===== config.mk =====
export PLATFORM = sky130hd
export DESIGN_NAME = serial_alu_seq
export DESIGN_NICKNAME = d
export VERILOG_FILES = /design/src/rtl/serial_alu_seq.sv
export SDC_FILE = /design/constraint.sdc
export NUM_CORES = 1
export LEC_CHECK = 0
export ABC_CLOCK_PERIOD_IN_PS = 3600
export CORE_ASPECT_RATIO = 0.75
export CORE_MARGIN = 8
export CORE_UTILIZATION = 36
export DETAILED_ROUTE_END_ITERATION = 7
export HOLD_SLACK_MARGIN = 0.1
export PLACE_DENSITY = 0.56
export SYNTH_ARGS = -nofsm -noshare
export SYNTH_HDL_FRONTEND = slang
export SYNTH_SLANG_ARGS = --single-unit

===== constraint.sdc =====
create_clock -name clk -period 3.6 [get_ports clk]
set_input_delay 0.54 -clock clk [delete_from_list [all_inputs] [get_ports clk]]
set_output_delay 0.54 -clock clk [all_outputs]
set_load 0.05 [all_outputs]

===== src/rtl/serial_alu_seq.sv =====
// Multi-cycle ALU: processes a WIDTH-bit operand pair SLICE bits per clock, LSB slice first,
// with a rippled carry register, start/busy/done handshake and registered result and flags.
module serial_alu_seq #(
    parameter int WIDTH = 16,
    parameter int SLICE = 4
) (
    input  logic             clk,
    input  logic             rst_n,
    input  logic             start,
    input  logic [WIDTH-1:0] A,
    input  logic [WIDTH-1:0] B,
    input  logic [3:0]       S,
    input  logic             M,
    input  logic             Pin,
    output logic             busy,
    output logic             done,
    output logic [WIDTH-1:0] R,
    output logic             P,
    output logic             ovf,
    output logic             zero
);
    localparam int STEPS  = WIDTH / SLICE;
    localparam int STEP_W = (STEPS > 1) ? $clog2(STEPS) : 1;

    generate
        if ((SLICE < 1) || (SLICE > WIDTH) || (WIDTH % SLICE != 0)) begin : g_bad_params
            $error("serial_alu_seq: WIDTH must be a multiple of SLICE and 1 <= SLICE <= WIDTH");
        end
    endgenerate

    typedef enum logic [1:0] {
        IDLE = 2'd0,
        RUN  = 2'd1,
        DONE = 2'd2
    } state_t;

    state_t            state;
    logic [WIDTH-1:0]  a_q;
    logic [WIDTH-1:0]  b_q;
    logic [3:0]        s_q;
    logic              m_q;
    logic              carry;
    logic [STEP_W-1:0] step;

    int unsigned       base;
    logic [SLICE-1:0]  a_sl;
    logic [SLICE-1:0]  b_sl;
    logic [SLICE-1:0]  a_sel;
    logic [SLICE-1:0]  b_sel;
    logic [SLICE-1:0]  logic_r;
    logic [SLICE-1:0]  r_sl;
    logic [SLICE:0]    sum;
    logic              c_out;
    logic              c_msb;
    logic              last;
    logic [WIDTH-1:0]  r_next;

    // One slice of the datapath, selected by the step counter.
    always_comb begin
        // NOTE: every combinational output gets a default first so no path can infer a latch.
        logic_r = '0;
        base    = 32'(step) * 32'(SLICE);
        a_sl    = SLICE'(a_q >> base);
        b_sl    = SLICE'(b_q >> base);

        a_sel = s_q[3] ? '0 : a_sl;
        case (s_q[1:0])
            2'b00:   b_sel = '0;
            2'b01:   b_sel = b_sl;
            2'b10:   b_sel = ~b_sl;
            default: b_sel = '1;
        endcase

        sum   = {1'b0, a_sel} + {1'b0, b_sel} + {{SLICE{1'b0}}, carry};
        c_out = sum[SLICE];
        // Carry into the slice MSB recovered from its sum bit and operand bits.
        c_msb = sum[SLICE-1] ^ a_sel[SLICE-1] ^ b_sel[SLICE-1];

        for (int i = 0; i < SLICE; i++) begin
            logic_r[i] = s_q[{a_sl[i], b_sl[i]}];
        end

        r_sl   = m_q ? logic_r : sum[SLICE-1:0];
        r_next = R | (WIDTH'(r_sl) << base);
        last   = (step == STEP_W'(STEPS - 1));
    end

    // NOTE: sequential state uses non-blocking assignments only, so every register sees
    // pre-edge values regardless of statement order.
    always_ff @(posedge clk or negedge rst_n) begin
        if (!rst_n) begin
            state <= IDLE;
            a_q   <= '0;
            b_q   <= '0;
            s_q   <= '0;
            m_q   <= 1'b0;
            carry <= 1'b0;
            step  <= '0;
            busy  <= 1'b0;
            done  <= 1'b0;
            R     <= '0;
            P     <= 1'b0;
            ovf   <= 1'b0;
            zero  <= 1'b0;
        end else begin
            done <= 1'b0;
            case (state)
                IDLE, DONE: begin
                    if (start) begin
                        a_q   <= A;
                        b_q   <= B;
                        s_q   <= S;
                        m_q   <= M;
                        carry <= Pin & ~M;
                        step  <= '0;
                        R     <= '0;
                        P     <= 1'b0;
                        ovf   <= 1'b0;
                        zero  <= 1'b0;
                        busy  <= 1'b1;
                        state <= RUN;
                    end else begin
                        state <= IDLE;
                    end
                end
                RUN: begin
                    R     <= r_next;
                    carry <= c_out & ~m_q;
                    step  <= step + STEP_W'(1);
                    if (last) begin
                        P     <= c_out & ~m_q;
                        ovf   <= (c_msb ^ c_out) & ~m_q;
                        zero  <= (r_next == '0);
                        busy  <= 1'b0;
                        done  <= 1'b1;
                        state <= DONE;
                    end
                end
                default: state <= IDLE;
            endcase
        end
    end

endmodule

* Yosys cells after proc, flatten, opt, wreduce, memory -nomap -nowiden
Index checks and enable logic that the tools add are counted.
** Operators by class
- $add $sub $neg :: 3
- $mul :: 0
- Div/mod/pow operators :: 0
- $lt $le $gt $ge :: 4
- Equality and inequality tests :: 7
- Shift-type cells :: 3
- Multiplexer cells :: 32
- Bitwise logic cells :: 10
- Reductions and logical operators :: 8
** Operators with widths (count)
- one-hot mux 16 bit (2 select lines) :: 1
- >> shifter 16 x 4 -> 4 bit :: 2
- zero test 16 bit :: 1
- two-way mux 16 bit :: 1
- bitwise OR 16 bit :: 1
- left shift 4 x 4 -> 16 bit :: 1
- two-way mux 1 bit :: 14
- less-than comparator 2 x 3 -> 1 bit, second input constant :: 4
- one-hot mux 4 bit (3 select lines) :: 1
- one-hot mux 1 bit (2 select lines) :: 5
- binary-select mux 1 bit (select 2 bit) :: 4
- two-way mux 4 bit :: 2
- one-hot mux 2 bit (2 select lines) :: 2
- equality test 2 bit, second input constant :: 3
- adder 4 x 4 -> 5 bit :: 1
- adder 5 x 1 -> 5 bit :: 1
- equality test 2 x 1 -> 1 bit, second input constant :: 2
- zero test 2 bit :: 2
- two-way mux 2 bit :: 2
- inequality test 2 bit, second input constant :: 2
- inverter 4 bit :: 1
- AND reduction 2 bit :: 2
- bitwise AND 1 bit :: 3
- AND reduction 3 bit :: 1
- 5 further kinds :: 8
** Storage, ports and cells
- Bits in registers :: 63
- Bits in latches :: 0
- Bits in writable memories :: 0
- Bits in read-only memories :: 0
- Bits of input ports :: 41
- Output and inout port bits :: 21
- Memories :: 0

* Depth between registers and ports, before layout
Gate-level depths: netlist of run 1.
- Depth in word-level cells :: 11
- Depth in mapped cells :: 12

* Worst setup path before layout of run 1
OpenSTA, ideal clock, no wires.
- Path type :: register to register
- Start :: reg step[0]
- End :: reg ovf
- Setup time :: 0.096 ns
- Arrival time :: 2.914 ns
- Required time :: 3.504 ns
- Setup slack :: 0.590 ns
- Stages on the path, launching flop included :: 11
- Period minus slack after synthesis :: 3.010 ns
- Cells stage by stage :: dfrtp_1 buf_6 mux4_1 mux2_2 ha_1 nor2b_1 o21a_1 or3_1 and2_1 xnor3_1 o31ai_1
** Between the ends
- Longest elaborated chain between the ends :: 11
** RTL lines
- from (decl) :: line 43 : logic [STEP_W-1:0] step;
- from (signal assigned) :: line 129 : step <= step + STEP_W'(1);
- >> shifter 16 x 4 -> 4 bit :: line 64 : b_sl = SLICE'(b_q >> base);
- inverter 4 bit :: line 70 : 2'b10: b_sel = ~b_sl;
- one-hot mux 4 bit (3 select lines) :: line 67 : case (s_q[1:0])
- adder 4 x 4 -> 5 bit :: line 74 : sum = {1'b0, a_sel} + {1'b0, b_sel} + {{SLICE{1'b0}}, carry};
- adder 5 x 1 -> 5 bit :: line 74
- bitwise XOR 1 bit (2 in a row) :: line 77 : c_msb = sum[SLICE-1] ^ a_sel[SLICE-1] ^ b_sel[SLICE-1];
- bitwise XOR 1 bit :: line 132 : ovf <= (c_msb ^ c_out) & ~m_q;
- bitwise AND 1 bit :: line 132
- two-way mux 1 bit :: line 130 : if (last) begin
- one-hot mux 1 bit (2 select lines) :: line 107 : case (state)
- to (signal assigned) :: line 132
- to (decl) :: line 19 : output logic ovf,
Several ways; a longest one is shown, not always the timed one. The select of a mux whose other input is x is not followed.
A chain may end at the register's enable or synchronous reset.

* Worst setup path in the final report of run 1
Same ends and word-level chain as after synthesis.

==> results of run 1 <==
==> layout make-up <==
cell class,count,area [µm²],share of cell area [%]
Sequential cell,63,1580,38.3
Multi-Input combinational cell,224,1410,34.4
Timing Repair Buffer,69,666,16.2
Clock buffer,9,225,5.48
Tap cell,108,135,3.29
Clock inverter,7,72.6,1.77
Inverter,6,22.5,0.548
==> metal layers <==
layer / part of all wire, % / track usage, % / vias up
met5: 0 / 0 / -
met3: 4.5 / 4.10 / 8
li1: - / - / 1169
met2: 43 / 19.9 / 57
met1: 52 / 19.6 / 1142
met4: 1.0 / 3.90 / 0
==> worst max-delay path: stages, from the launching register on <==
cell	delay, ns
dfrtp_1	0.43
buf_4	0.23
mux4_2	0.41
or2b_1	0.26
fa_1	0.43
fa_1	0.41
nor2b_1	0.17
o21ai_0	0.09
nand2b_1	0.11
xor2_1	0.18
xnor3_1	0.25
o31ai_1	0.19
==> power groups by stage <==
stage               Clock [mW]  Sequential (mW)  Combinational, mW
floorplan                    0             1.46               1.51
global placement             0             1.31               2.33
detailed placement           0             1.31               2.39
CTS                      0.872             1.30               2.40
global route             0.901             1.35               2.60
finish                   0.850             1.30               2.38
==> metrics by stage <==
stage	cells	util (%)	instance area (µm²)	hold slack, ns	power, mW
6_report	486	49.1	4110	0.385	4.53
5_1_grt	486	49.1	4110	0.466	4.85
4_1_cts	486	49.1	4110	0.411	4.58
3_5_place_dp	470	45.5	3810	0.459	3.70
3_3_place_gp	470	45.5	3810	0.454	3.64
2_1_floorplan	312	-	3090	0.244	2.97
==> sequential cells by signal, summed over array words and instances, names as in the netlist <==
name   cells
done       1
R         16
zero       1
P          1
busy       1
m_q        1
s_q        4
carry      1
state      2
a_q       16
ovf        1
b_q       16
step       2
==> worst paths after layout <==
kind                       slack, ns    start     end
hold reg to reg                 0.47   b_q[8]  b_q[8]
hold / removal                  0.38    rst_n  a_q[8]
max in group asynchronous       2.38    rst_n   R[10]
setup reg to reg                0.35  step[0]     ovf
setup / recovery                0.35  step[0]     ovf
min in group clk                0.47   b_q[8]  b_q[8]
==> logic make-up after synthesis <==
family | count (synthesis) | synth area share (%)
xor+xnor | 2 | 1.01
flops | 63 | 51.0
buf+inv | 25 | 3.40
fa+ha+maj | 6 | 2.92
mux | 21 | 11.8
simple gates | 162 | 22.1
compound gates | 33 | 7.73
==> cell usage in the layout (no fill, tap or decap), types with 5 or more instances in the layout <==
master / Yosys / final
nand2_1: 129 / 129
dfrtp_1: 63 / 63
clkdlybuf4s50_1: 0 / 60
o21ai_0: 12 / 12
a22o_1: 9 / 9
clkbuf_16: 0 / 9
buf_4: 1 / 8
nor2b_1: 8 / 7
inv_1: 6 / 6
mux2i_1: 6 / 6
mux4_1: 5 / 5
==> flow_summary.json, run 1 <==
{
  "pin_count": 62,
  "p_sw_mw": 1.91,
  "rsz0062_at_grt": "no",
  "wl_per_cell_um": 15.8,
  "status": "complete, no violations",
  "tritoncts": "built",
  "period_share_pct": 90.4,
  "cts.sinks": 63,
  "path_class": "reg2reg",
  "rows": 29,
  "clock_skew_ns": 0.00658,
  "timing.fmax_ghz": 0.307,
  "dr.pass1.iters": 4,
  "nets": 420,
  "hold_viol": 0,
  "ys_warn_count": 0,
  "initial_core_util_pct": 36.9,
  "vias": 2376,
  "wl_um": 7670,
  "die_h_um": 96.2,
  "insertion_delay_ns": 0.33,
  "seq_area_frac_synth_pct": 51.0,
  "fin_setup_tns_ns": 0,
  "synth_most_common_cell": "nand2_1",
  "min_path_type": "in2async",
  "synth.top_cell.area_share_pct": 51.0,
  "ctsHoldBuffers": 0,
  "gr-total-overflow": 0,
  "clockBufferDepth": 2,
  "area_growth_pct": 33.0,
  "syn_nets": 359,
  "cts-root-buf": "clkbuf_16",
  "post_cts_buffers": 0,
  "grt_max_degree": 46,
  "dieWidth_um": 123,
  "swShare_pct": 42.1,
  "synth_area_leaders": "dfrtp_1, nand2_1, mux4_1",
  "dieArea_um2": 11800,
  "syn_area_per_cell_um2": 9.91,
  "cp.required_ns": 3.83,
  "core_um2": 8380,
  "slew-limit-headroom_pct": 33.6,
  "p_seq_share_pct": 28.7,
  "ir_drop_mv": 0.385,
  "ys_seq_elements": 63,
  "period_minus_slack_ns": 3.25,
  "grt_pass1_wl_um": 12600,
  "power_frac_comb_pct": 52.6,
  "drtIter0Drc": 165,
  "gp_congestion": 0.805,
  "num_antenna_cells": 0,
  "startpoint_type": "flip-flop",
  "drv_slew": 0,
  "port_buffers": 61,
  "grt.total_usage_pct": 13.8,
  "synthesis.area_um2": 3090,
  "hpwl_um": 5760,
  "grt_pass1_vias": 2420,
  "antenna_found_initial": 0,
  "path_clk_slew_ns": 0.06,
  "intPower_mw": 2.62,
  "post-route-drc-count": 0,
  "synth_edf_count": 0,
  "cts_buffers": 9,
  "htree_levels": 3,
  "via_per_inst": 4.89,
  "ys_types": 42,
  "synth_top_area_cell": "dfrtp_1",
  "ys_async_sr_fraction_pct": 100,
  "ctsResizeCount": 0,
  "finalWorstSetupSlack_ns": 0.345,
  "synth_commonest_cells": "nand2_1, dfrtp_1, clkbuf_1, o21ai_0, a22o_1",
  "crit_fanout": 17,
  "p_leak_nw": 1.93,
  "critPathCaptureType": "flip-flop",
  "worstMarginPinSlew_ns": 0.996,
  "cp_data_arrival_time_ns": 3.49,
  "syn_inst": 312,
  "synthFlopType": "dfrtp_1",
  "drt.antenna.violating_nets": 0,
  "dp_slack_ns": 0.323,
  "power_density_nw_per_um2": 1100,
  "fill_cells": 790,
  "reg2reg_depth": 11,
  "setup_viol": 0,
  "clkPwrFrac_pct": 18.7,
  "max_cap_viol_count": 0,
  "drive_gt1_share_pct": 10.8
}
(Power assumes the default switching activity.)
==> run 2: changes to the inputs <==
--- a/config.mk
+++ b/config.mk
@@ -6,12 +6,14 @@
 export NUM_CORES = 1
 export LEC_CHECK = 0
 export ABC_CLOCK_PERIOD_IN_PS = 3600
+export CAP_MARGIN = 20
 export CORE_ASPECT_RATIO = 0.75
 export CORE_MARGIN = 8
 export CORE_UTILIZATION = 36
 export DETAILED_ROUTE_END_ITERATION = 7
 export HOLD_SLACK_MARGIN = 0.1
 export PLACE_DENSITY = 0.56
+export REMOVE_ABC_BUFFERS = 1
 export SYNTH_ARGS = -nofsm -noshare
 export SYNTH_HDL_FRONTEND = slang
 export SYNTH_SLANG_ARGS = --single-unit
==> run 2 against run 1 <==
Effect of this change: largest power group unchanged; sequential share of layout area decreased by 0.24 points; clock power fell by 2%; count of clock-buffer cells in the layout increased by 1; wire length is 4.6% lower; global-route usage is 0.54 points lower; flip-flop and latch count did not move; critical path depth unchanged; non-clock buffer count increased by 3; register-to-register slack improved by 0.07 ns; combinational power about the same; design area is 0.70% higher.
==> flow_summary.json, run 2 (synthesis gave the netlist of run 1 again) <==
{
  "swShare_pct": 41.4,
  "area_growth_pct": 34.0,
  "critPathSlowestCell": "dfrtp_2",
  "p_seq_share_pct": 28.9,
  "ctsResizeCount": 0,
  "rows": 29,
  "setup_viol": 0,
  "dp_slack_ns": 0.331,
  "hpwl_um": 5360,
  "path_clk_slew_ns": 0.05,
  "cp_data_arrival_time_ns": 3.42,
  "slew-limit-headroom_pct": 65.6,
  "grt.total_usage_pct": 13.2,
  "initial_core_util_pct": 36.9,
  "nets": 423,
  "layout.cells.non_filler": 489,
  "final_area_um2": 4140,
  "clockBufferDepth": 2,
  "path_cells": "buf_4 > mux4_2 > or2b_1 > fa_1 > fa_1 > nor2b_1 > o21ai_0 > nand2b_1 > xor2_1 > xnor3_1 > o31ai_1",
  "dieWidth_um": 123,
  "htree_levels": 3,
  "gp_congestion": 0.856,
  "critPathCaptureType": "flip-flop",
  "pin_count": 62,
  "max_stage_delay_ns": 0.48,
  "via_per_inst": 4.86,
  "vias": 2377,
  "rsz0062_at_grt": "no",
  "power_density_nw_per_um2": 1080,
  "wl_um": 7320,
  "num_antenna_cells": 0,
  "ctsHoldBuffers": 0,
  "period_share_pct": 88.5,
  "clkPwrFrac_pct": 18.6,
  "intPower_mw": 2.62,
  "grt_pass1_vias": 2417,
  "status": "complete, no violations",
  "wl_per_cell_um": 15.0,
  "drt.antenna.violating_nets": 0,
  "max_cap_viol_count": 0,
  "hold_viol": 0,
  "clock_skew_ns": 0.00566,
  "layout_common_cells": "nand2_1, dfrtp_1, clkdlybuf4s50_1",
  "grt_pass1_wl_um": 12200,
  "cp_top_family": "adder cells",
  "path_buf_inv": 1,
  "dieArea_um2": 11800,
  "path_class": "reg2reg",
  "core_um2": 8380,
  "power_frac_comb_pct": 52.5,
  "period_minus_slack_ns": 3.19,
  "worstMarginPinSlew_ns": 0.515,
  "die_h_um": 96.2,
  "post-route-drc-count": 0,
  "drv_slew": 0,
  "cp.required_ns": 3.83,
  "final_common_cell": "nand2_1",
  "dr.pass1.iters": 4,
  "startpoint_type": "flip-flop",
  "grt_max_degree": 48,
  "cts_buffers": 9,
  "cpMostUsedCell": "fa_1",
  "ir_drop_mv": 0.490,
  "biggestRegsByFlops": "R (16), a_q (16), b_q (16)",
  "insertion_delay_ns": 0.32,
  "placed_area_um2": 3830,
  "port_buffers": 61,
  "tritoncts": "built",
  "min_path_type": "in2async",
  "p_sw_mw": 1.86,
  "post_cts_buffers": 0,
  "crit_fanout": 8,
  "cts-root-buf": "clkbuf_16",
  "drtIter0Drc": 105,
  "p_leak_nw": 1.95,
  "drive_gt1_share_pct": 11.5,
  "placed_cells": 472,
  "cts.sinks": 63,
  "fin_setup_tns_ns": 0,
  "timing.fmax_ghz": 0.314,
  "finalWorstSetupSlack_ns": 0.414,
  "gr-total-overflow": 0,
  "antenna_found_initial": 0
}
-- run 2: cell count changes in the layout (fill, tap and decap cells not counted), sizes merged --
| cell | delta |
|---|---|
| buf | +3 |
| clkbuf | +1 |
| clkinv | +1 |
| clkinvlp | -1 |
| inv | -1 |
-- run 2: layout make-up --
cell class	count	area (µm²)
Clock inverter	6	61.3
Sequential cell	63	1580
Timing Repair Buffer	72	701
Clock buffer	10	229
Multi-Input combinational cell	224	1410
Tap cell	108	135
Fill cell	806	4240
Inverter	6	22.5
-- run 2: path summary, 6_finish.rpt --
kind	start	to	slack [ns]	cells past startpoint
hold reg to reg	b_q[5]	b_q[5]	0.47	2
setup reg to reg	step[0]	ovf	0.41	11
min in group clk	b_q[5]	b_q[5]	0.47	2
max in group asynchronous	rst_n	a_q[10]	2.90	2
hold / removal	rst_n	R[12]	0.15	1
setup / recovery	step[0]	ovf	0.41	11
-- run 2: metal layers --
layer	part of all wire [%]	routed length, µm	up-vias	global-route usage [%]
met5	0	0	-	0
met4	1.4	102	0	5.00
met3	6.6	486	9	4.22
met2	44	3200	62	19.7
met1	48	3530	1127	17.8
li1	-	-	1179	-
-- run 2: power groups by stage --
stage          Sequential, mW  Clock (mW)  Combinational (mW)
3_3_place_gp             1.31           0                2.32
4_1_cts                  1.30       0.851                2.38
6_report                 1.29       0.834                2.35
5_1_grt                  1.35       0.889                2.58
3_5_place_dp             1.31           0                2.37
2_1_floorplan            1.52           0                1.39
-- run 2: through the flow --
| stage | utilization (%) | total power [mW] | hold slack (ns) |
|---|---|---|---|
| final | 49.4 | 4.48 | 0.152 |
| after global routing | 49.4 | 4.82 | 0.180 |
| after CTS | 49.1 | 4.53 | 0.430 |
| after detailed placement | 45.7 | 3.68 | 0.459 |
| after global placement | 45.7 | 3.63 | 0.459 |
| after floorplan | - | 2.91 | 0.244 |
==> run 3: changes to the inputs <==
--- a/config.mk
+++ b/config.mk
@@ -5,6 +5,7 @@
 export SDC_FILE = /design/constraint.sdc
 export NUM_CORES = 1
 export LEC_CHECK = 0
+export ABC_AREA = 1
 export ABC_CLOCK_PERIOD_IN_PS = 3600
 export CAP_MARGIN = 20
 export CORE_ASPECT_RATIO = 0.75
==> run 3 against run 2 <==
Effect of this change: final cell count increased by 17%; maximum frequency increased by 13%; area after synthesis increased by 8.5%; core utilization decreased by 1.3 points; sequential share of layout area decreased by 1.8 points; non-clock buffer count decreased by 5; register-to-register slack improved by 0.36 ns; worst setup slack improved by 0.36 ns; via count increased by 14%; combinational power increased by 23%; critical path type unchanged; largest cell class unchanged; highest routed layer unchanged.
==> flow_summary.json, run 3 <==
{
  "status": "complete, no violations",
  "fin_setup_tns_ns": 0,
  "synth_commonest_cells": "nand2_1, dfrtp_1, inv_1, mux2_2, nand3_1",
  "antenna_found_initial": 0,
  "core_um2": 9050,
  "worstMarginPinSlew_ns": 0.724,
  "tritoncts": "built",
  "biggestRegsByFlops": "R (16), a_q (16), b_q (16)",
  "wl_um": 8010,
  "ys_seq_elements": 63,
  "clock_skew_ns": 0.00500,
  "synthesis.area_um2": 3350,
  "drv_slew": 0,
  "setup_viol": 0,
  "ys_async_sr_fraction_pct": 100,
  "grt.total_usage_pct": 14.0,
  "post_cts_buffers": 0,
  "syn_area_per_cell_um2": 8.87,
  "multi_input_area_um2": 1520,
  "ys_warn_count": 0,
  "die_h_um": 99.6,
  "initial_core_util_pct": 37.1,
  "max_cap_viol_count": 0,
  "dr.pass1.iters": 4,
  "vias": 2703,
  "synth_edf_count": 0,
  "timing.fmax_ghz": 0.354,
  "grt_pass1_wl_um": 14100,
  "cts_buffers": 9,
  "layout_common_cells": "nand2_1, dfrtp_1, clkdlybuf4s50_1",
  "whs_ns": 0.267,
  "period_minus_slack_ns": 2.83,
  "dieWidth_um": 127,
  "ctsHoldBuffers": 0,
  "cts.sinks": 63,
  "crit_fanout": 24,
  "min_path_type": "in2async",
  "num_antenna_cells": 0,
  "via_per_inst": 4.73,
  "startpoint_type": "flip-flop",
  "seq_area_frac_synth_pct": 47.0,
  "regArea_um2": 1580,
  "cp.required_ns": 3.87,
  "rows": 30,
  "drt.antenna.violating_nets": 0,
  "area_growth_pct": 29.6,
  "ys_types": 31,
  "grt_max_degree": 47,
  "drive_gt1_share_pct": 16.4,
  "syn_inst": 378,
  "power_density_nw_per_um2": 1130,
  "nets": 486,
  "synthFlopType": "dfrtp_1",
  "post-route-drc-count": 0,
  "pin_count": 62,
  "htree_levels": 3,
  "drtIter0Drc": 169,
  "path_clk_slew_ns": 0.06,
  "port_buffers": 61,
  "synth_area_leaders": "dfrtp_1, mux2_2, nand2_1",
  "period_share_pct": 78.5,
  "synth_most_common_cell": "nand2_1",
  "dieArea_um2": 12700,
  "grt_pass1_vias": 2804,
  "insertion_delay_ns": 0.33,
  "hold_viol": 0,
  "cts-root-buf": "clkbuf_16",
  "final_common_cell": "nand2_1",
  "path_class": "reg2reg",
  "p_leak_nw": 2.01,
  "clockBufferDepth": 2,
  "gp_congestion": 0.832,
  "synth_top_area_cell": "dfrtp_1",
  "rsz0062_at_grt": "no",
  "ir_drop_mv": 0.376,
  "gr-total-overflow": 0,
  "cp_data_arrival_time_ns": 3.10,
  "critPathCaptureType": "flip-flop",
  "slew-limit-headroom_pct": 51.7,
  "final_area_um2": 4350,
  "wl_per_cell_um": 14.0,
  "placed_area_um2": 4070,
  "hpwl_um": 6060,
  "fill_cells": 894,
  "synth.top_cell.area_share_pct": 47.0,
  "ctsResizeCount": 0
}
-- run 3: cell type report --
class | instances | share of cell area, %
clock buffer | 10 | 5.27
inverter | 44 | 3.86
clock inverter | 6 | 1.09
tap | 128 | 3.68
multi-input combinational | 254 | 34.9
sequential | 63 | 36.3
timing repair buffer | 67 | 15.0
-- run 3: stage by stage --
step / cells / worst slack (ns) / util [%] / total power, mW
final: 572 / 0.775 / 48.1 / 4.93
after detailed placement: 556 / 0.780 / 45.0 / 4.18
after CTS: 572 / 0.752 / 48.1 / 4.98
after global placement: 556 / 0.823 / 45.0 / 4.14
after global routing: 572 / 0.354 / 48.1 / 5.42
after floorplan: 361 / 0.646 / - / 3.39
-- run 3: power by group --
part | switching [mW] | total, mW | internal (mW)
registers | 0.203 | 1.26 | 1.05
clock network | 0.321 | 0.788 | 0.467
logic | 1.80 | 2.89 | 1.09
-- run 3: worst paths after layout --
kind	startpoint	endpoint	slack, ns	depth (start not counted)
min in group clk	busy	busy	0.47	2
worst min register to register	busy	busy	0.47	2
max in group asynchronous	rst_n	a_q[11]	2.46	2
worst min-delay path	rst_n	a_q[5]	0.27	1
worst max register to register	step[0]	zero	0.77	17
worst max-delay path	step[0]	zero	0.77	17
-- run 3: cell families after synthesis --
family | Yosys count | synth area share, %
simple gates | 171 | 24.1
buf+inv | 61 | 7.87
mux | 31 | 10.4
flops | 63 | 47.0
compound gates | 41 | 6.64
fa+ha+maj | 6 | 2.69
xor+xnor | 5 | 1.31
-- run 3: per-layer routing --
| metal | global-route usage (%) | up-vias | routed length (µm) | part of all wire [%] |
|---|---|---|---|---|
| met4 | 4.65 | 0 | 95 | 1.2 |
| li1 | - | 1371 | - | - |
| met2 | 19.9 | 53 | 3370 | 42 |
| met5 | 0 | - | 0 | 0 |
| met3 | 4.97 | 9 | 485 | 6.1 |
| met1 | 19.1 | 1270 | 4060 | 51 |
-- run 3: critical path, stage by stage (launching register included) --
cell	delay (ns)
dfrtp_1	0.41
inv_4	0.23
nand2_1	0.09
nand3_1	0.07
nand2_1	0.10
nand2_1	0.06
o21ai_0	0.10
fa_1	0.42
fa_1	0.42
xor2_1	0.15
nand2_1	0.11
nand4_1	0.11
nand2_1	0.07
nor2_1	0.13
nand3_1	0.09
nor2_1	0.10
nand2_1	0.06
nand2_1	0.05
